File: src/rtl/blink_pkg.sv
// Shared types and helpers for LED status blocks: FSM state encoding and timer sizing.
package blink_pkg;

  typedef enum logic [1:0] {IDLE, ON, OFF, GAP} blink_state_t;

  // Bits needed for a down-counter that must hold the largest of three phase lengths.
  function automatic int timer_w(input longint a, input longint b, input longint c);
    longint m;
    m = a;
    if (b > m) m = b;
    if (c > m) m = c;
    return $clog2(m + 1);
  endfunction

endpackage

File: src/rtl/blink_count_tx_cycle_timer.sv
// Loadable down-counter that stops at zero; expired is high while the count is zero.
module cycle_timer #(
  parameter int TW = 8
) (
  input  logic          clk,
  input  logic          rst_n,
  input  logic          load,
  input  logic [TW-1:0] load_val,
  output logic          expired
);

  logic [TW-1:0] cnt_q, cnt_d;

  always_comb begin
    cnt_d = cnt_q;
    if (load) begin
      cnt_d = load_val;
    end else if (cnt_q != '0) begin
      cnt_d = cnt_q - TW'(1);
    end
  end

  always_ff @(posedge clk or negedge rst_n) begin
    if (!rst_n) begin
      cnt_q <= '0;
    end else begin
      cnt_q <= cnt_d;
    end
  end

  assign expired = (cnt_q == '0);

endmodule

File: src/rtl/blink_count_tx.sv
// Replays a captured count as N visible LED blinks followed by a dark gap, then pulses done.
module blink_count_tx
  import blink_pkg::*;
#(
  parameter int WIDTH      = 4,
  parameter int ON_CYCLES  = 12_500_000,
  parameter int OFF_CYCLES = 12_500_000,
  parameter int GAP_CYCLES = 50_000_000
) (
  input  logic             sysclk,
  input  logic             reset,
  input  logic             start,
  input  logic [WIDTH-1:0] count_in,
  output logic             ready,
  output logic             led_out,
  output logic             done
);

  localparam int TW = timer_w(ON_CYCLES, OFF_CYCLES, GAP_CYCLES);
  // Timer is loaded with length-1 so each phase lasts exactly its cycle count.
  localparam logic [TW-1:0] ON_LOAD  = TW'(ON_CYCLES - 1);
  localparam logic [TW-1:0] OFF_LOAD = TW'(OFF_CYCLES - 1);
  localparam logic [TW-1:0] GAP_LOAD = TW'(GAP_CYCLES - 1);

  blink_state_t     state_q, state_d;
  logic [WIDTH-1:0] remaining_q, remaining_d;
  logic             ready_q, ready_d;
  logic             led_q, led_d;
  logic             done_q, done_d;
  logic             tmr_load;
  logic [TW-1:0]    tmr_val;
  logic             tmr_expired;

  cycle_timer #(.TW(TW)) u_timer (
    .clk      (sysclk),
    .rst_n    (reset),
    .load     (tmr_load),
    .load_val (tmr_val),
    .expired  (tmr_expired)
  );

  always_comb begin
    state_d     = state_q;
    remaining_d = remaining_q;
    done_d      = 1'b0;
    tmr_load    = 1'b0;
    tmr_val     = '0;
    unique case (state_q)
      IDLE: begin
        if (start) begin
          tmr_load    = 1'b1;
          remaining_d = count_in;
          if (count_in != '0) begin
            state_d = ON;
            tmr_val = ON_LOAD;
          end else begin
            state_d = GAP;
            tmr_val = GAP_LOAD;
          end
        end
      end
      ON: begin
        if (tmr_expired) begin
          tmr_load    = 1'b1;
          remaining_d = remaining_q - WIDTH'(1);
          // Last blink goes straight to the gap; no trailing OFF phase.
          if (remaining_q != WIDTH'(1)) begin
            state_d = OFF;
            tmr_val = OFF_LOAD;
          end else begin
            state_d = GAP;
            tmr_val = GAP_LOAD;
          end
        end
      end
      OFF: begin
        if (tmr_expired) begin
          tmr_load = 1'b1;
          tmr_val  = ON_LOAD;
          state_d  = ON;
        end
      end
      GAP: begin
        if (tmr_expired) begin
          state_d = IDLE;
          done_d  = 1'b1;
        end
      end
      default: state_d = IDLE;
    endcase
    led_d   = (state_d == ON);
    ready_d = (state_d == IDLE);
  end

  always_ff @(posedge sysclk or negedge reset) begin
    if (!reset) begin
      state_q     <= IDLE;
      remaining_q <= '0;
      ready_q     <= 1'b1;
      led_q       <= 1'b0;
      done_q      <= 1'b0;
    end else begin
      state_q     <= state_d;
      remaining_q <= remaining_d;
      ready_q     <= ready_d;
      led_q       <= led_d;
      done_q      <= done_d;
    end
  end

  assign ready   = ready_q;
  assign led_out = led_q;
  assign done    = done_q;

endmodule

File: config.mk
export PLATFORM = sky130hd
export DESIGN_NAME = blink_count_tx
export DESIGN_NICKNAME = d
export VERILOG_FILES = /design/src/rtl/blink_pkg.sv /design/src/rtl/blink_count_tx_cycle_timer.sv /design/src/rtl/blink_count_tx.sv
export SDC_FILE = /design/constraint.sdc
export NUM_CORES = 1
export LEC_CHECK = 0
export ABC_AREA = 1
export BUFFER_PORTS_ARGS = -buffer_cell sky130_fd_sc_hd__buf_2
export CAP_MARGIN = 20
export CORE_UTILIZATION = 50
export DETAILED_ROUTE_END_ITERATION = 10
export PLACE_DENSITY = 0.73
export SYNTH_ARGS = -nofsm -noshare
export SYNTH_HDL_FRONTEND = slang
export SYNTH_SLANG_ARGS = --single-unit
File: constraint.sdc
create_clock -name sysclk -period 3 [get_ports sysclk]
set_input_delay 0.45 -clock sysclk [delete_from_list [all_inputs] [get_ports sysclk]]
set_output_delay 0.45 -clock sysclk [all_outputs]
set_load 0.02 [all_outputs]
==> impl_metrics.py <==
metrics = {
    "sta": {
        "rsz0062_at_grt": "false",
        "fin_skew_ns": 0.00485,
        "max_slew.worst_pin.slew_ns": 0.784,
        "holdWs_ns": 0.239,
        "finalMaxSlewViolations": 0,
        "layout_setup_ws_ns": 0.688,
        "setup-tns-final_ns": 0,
        "hold_viol_final": 0,
        "setup_viol": 0,
        "timing.slew.headroom_pct": 47.7,
        "post-route-min-period_ns": 2.31,
        "fmax_mhz": 433,
        "fin_crit_sh_pct": 77.1,
    },
    "clocking": {
        "clk_latency_ns": 0.29,
        "htree_levels": 2,
        "root_buffer": "clkbuf_8",
        "cts_hold_buf": 0,
        "cts_tree": "done",
        "clock_sinks": 35,
        "numCtsBuffers": 5,
        "cts.path.max_buffers": 2,
        "cts_resized": 0,
        "path_clk_slew_ns": 0.07,
        "post-cts-setup-buffers": 0,
    },
    "placement": {
        "routabilityCongestion": 0.861,
        "post-place-ws_ns": 0.666,
        "dp.cells": 373,
        "placed_cell_area_um2": 2390,
        "dpl.hpwl_um": 3590,
        "io_buffer_count": 9,
    },
    "routing": {
        "first_iter_violations": 136,
        "drc": 0,
        "vias_per_cell": 5.23,
        "m1WireLength_um": 2400,
        "vias": 1992,
        "top_layer_used": "met4",
        "wl_met3_um": 208,
        "wirelength_um": 4870,
        "drtPass1Iterations": 4,
        "dr_wl_met2_um": 2200,
        "ant_nets": 0,
        "wl_per_cell_um": 12.8,
    },
    "finish": {
        "post-route-cell-area_um2": 2470,
        "post-route-util_pct": 55.9,
        "drive_gt1_share_pct": 11.6,
        "area_growth_pct": 6.76,
        "fill_cells": 441,
        "n_antenna_cell": 0,
        "nets": 343,
        "layoutNonFillerInstCount": 381,
    },
    "job": {
        "drv_cap": 0,
    },
    "global_routing": {
        "grt_pass1_wl_um": 8710,
        "overflow": 0,
        "antenna_found_initial": 0,
        "grt.total_usage_pct": 22.5,
        "grt_pass1_vias": 1924,
        "grt_max_degree": 36,
    },
    "setup_path": {
        "path_class": "reg2reg",
        "worst_setup_path_end_kind": "flip-flop",
        "startpoint_type": "flip-flop",
        "r2r_slack_ns": 0.69,
        "cp.required_ns": 3.18,
        "arrival_ns": 2.49,
        "cp_max_fo": 24,
    },
    "logic_synthesis": {
        "syn-mean-instance-area_um2": 7.29,
        "ys_warn_count": 0,
        "syn-cell-area_um2": 2310,
        "ys_ff_latch": 35,
        "ys_seq_area_share_pct": 37.9,
        "ys_types": 27,
        "netlist_instances": 317,
        "synthesis.nets": 332,
    },
    "die": {
        "core_um2": 4410,
        "die_w_um": 70.0,
        "io_pins": 10,
        "row_count": 24,
        "dieHeight_um": 70.0,
        "die_area_um2": 4900,
        "initial_core_util_pct": 52.4,
    },
    "power": {
        "finalPower_mw": 0.813,
        "peakVddDrop_mv": 0.227,
        "p_per_area_nw_per_um2": 329,
        "leakage_nw": 1.24,
    },
    "min_path": {
        "hp-class": "in2async",
    },
    "outcome": {
        "outcome": "completed",
    },
}
cell families (layout without fill, tap and decap cells):
| group | Yosys count | in the layout | synth area share, % |
|---|---|---|---|
| simple gates | 176 | 176 | 33.6 |
| compound gates | 38 | 38 | 9.63 |
| flops | 35 | 35 | 37.9 |
| fa+ha+maj | 8 | 8 | 4.33 |
| buf+inv | 41 | 53 | 7.36 |
| xor+xnor | 19 | 19 | 7.20 |
layout by cell type (no fill, tap or decap):
master	n
xor2_1	7
nand2_1	77
nand3b_1	1
a21oi_4	1
nand2_2	3
nand4_1	5
clkbuf_1	2
clkbuf_8	5
nor2_2	6
buf_2	9
ha_1	8
a21oi_2	5
nor2_1	52
nand3_1	22
nand2_4	2
nor2_4	1
o21bai_1	1
a21oi_1	17
or2_2	2
clkinv_2	1
xnor2_1	12
dfstp_2	1
inv_2	1
dfrtp_1	34
nor3_1	4
o21ai_0	14
nor2_8	1
inv_1	35
Yosys cell counts (all sizes together):
| master | instances | share of area (%) |
|---|---|---|
| a21oi | 23 | 6.3 |
| buf | 3 | 1.2 |
| clkbuf | 2 | 0.32 |
| dfrtp | 34 | 37 |
| dfstp | 1 | 1.1 |
| ha | 8 | 4.3 |
| inv | 36 | 5.8 |
| nand2 | 82 | 14 |
| nand3 | 22 | 4.8 |
| nand3b | 1 | 0.32 |
| nand4 | 5 | 1.4 |
| nor2 | 60 | 11 |
| nor3 | 4 | 0.87 |
| o21ai | 14 | 3.0 |
| o21bai | 1 | 0.32 |
| or2 | 2 | 0.54 |
| xnor2 | 12 | 4.5 |
| xor2 | 7 | 2.7 |
area by class of cell:
type                    count  area [um2]  share of cell area, %
inverters                  36         135                   5.47
repair buffers              9        45.0                   1.82
well taps                  52        65.1                   2.64
clock buffers               7        76.3                   3.09
clock inverters             1        5.00                  0.203
flip-flops and latches     35         877                   35.5
multi-input cells         241        1260                   51.2
report_power, final:
group | total [mW] | switching, mW | internal, mW
sequential | 0.472 | 0 | 0.472
clock | 0.324 | 0.162 | 0.163
combinational | 0.0167 | 0.0126 | 0.00405
total | 0.813 | 0.174 | 0.639
flip-flops by register name, indices dropped and copies added (netlist names):
register,cells
led_out,1
done,1
u_timer.cnt_q,26
ready,1
remaining_q,4
state_q,2
worst max-delay path, cell delays in order, from the launching register on:
cell and delay [ns]:
dfrtp_1 0.42, nor2_2 0.19, nand2_2 0.08, nor2_2 0.17
nand2_2 0.13, nor2_8 0.15, nand2_4 0.07, nand2_1 0.06
nand2_1 0.44, nand2_1 0.28, inv_1 0.10, nand2_1 0.06
nand2_1 0.05
final timing paths:
kind / startpoint / cells past startpoint / to
min reg2reg: remaining_q[3] / 2 / remaining_q[3]
max in group asynchronous: reset / 1 / u_timer.cnt_q[22]
min in group sysclk: remaining_q[3] / 2 / remaining_q[3]
min: reset / 1 / remaining_q[1]
max: u_timer.cnt_q[9] / 12 / u_timer.cnt_q[0]
max reg2reg: u_timer.cnt_q[9] / 12 / u_timer.cnt_q[0]
routing by layer:
layer,vias up,global-route usage [%]
met4,0,6.00
met5,-,0
met2,37,35.9
met3,5,4.33
met1,935,31.5
li1,1015,-
Note: power is estimated with default switching activity, not from simulation.
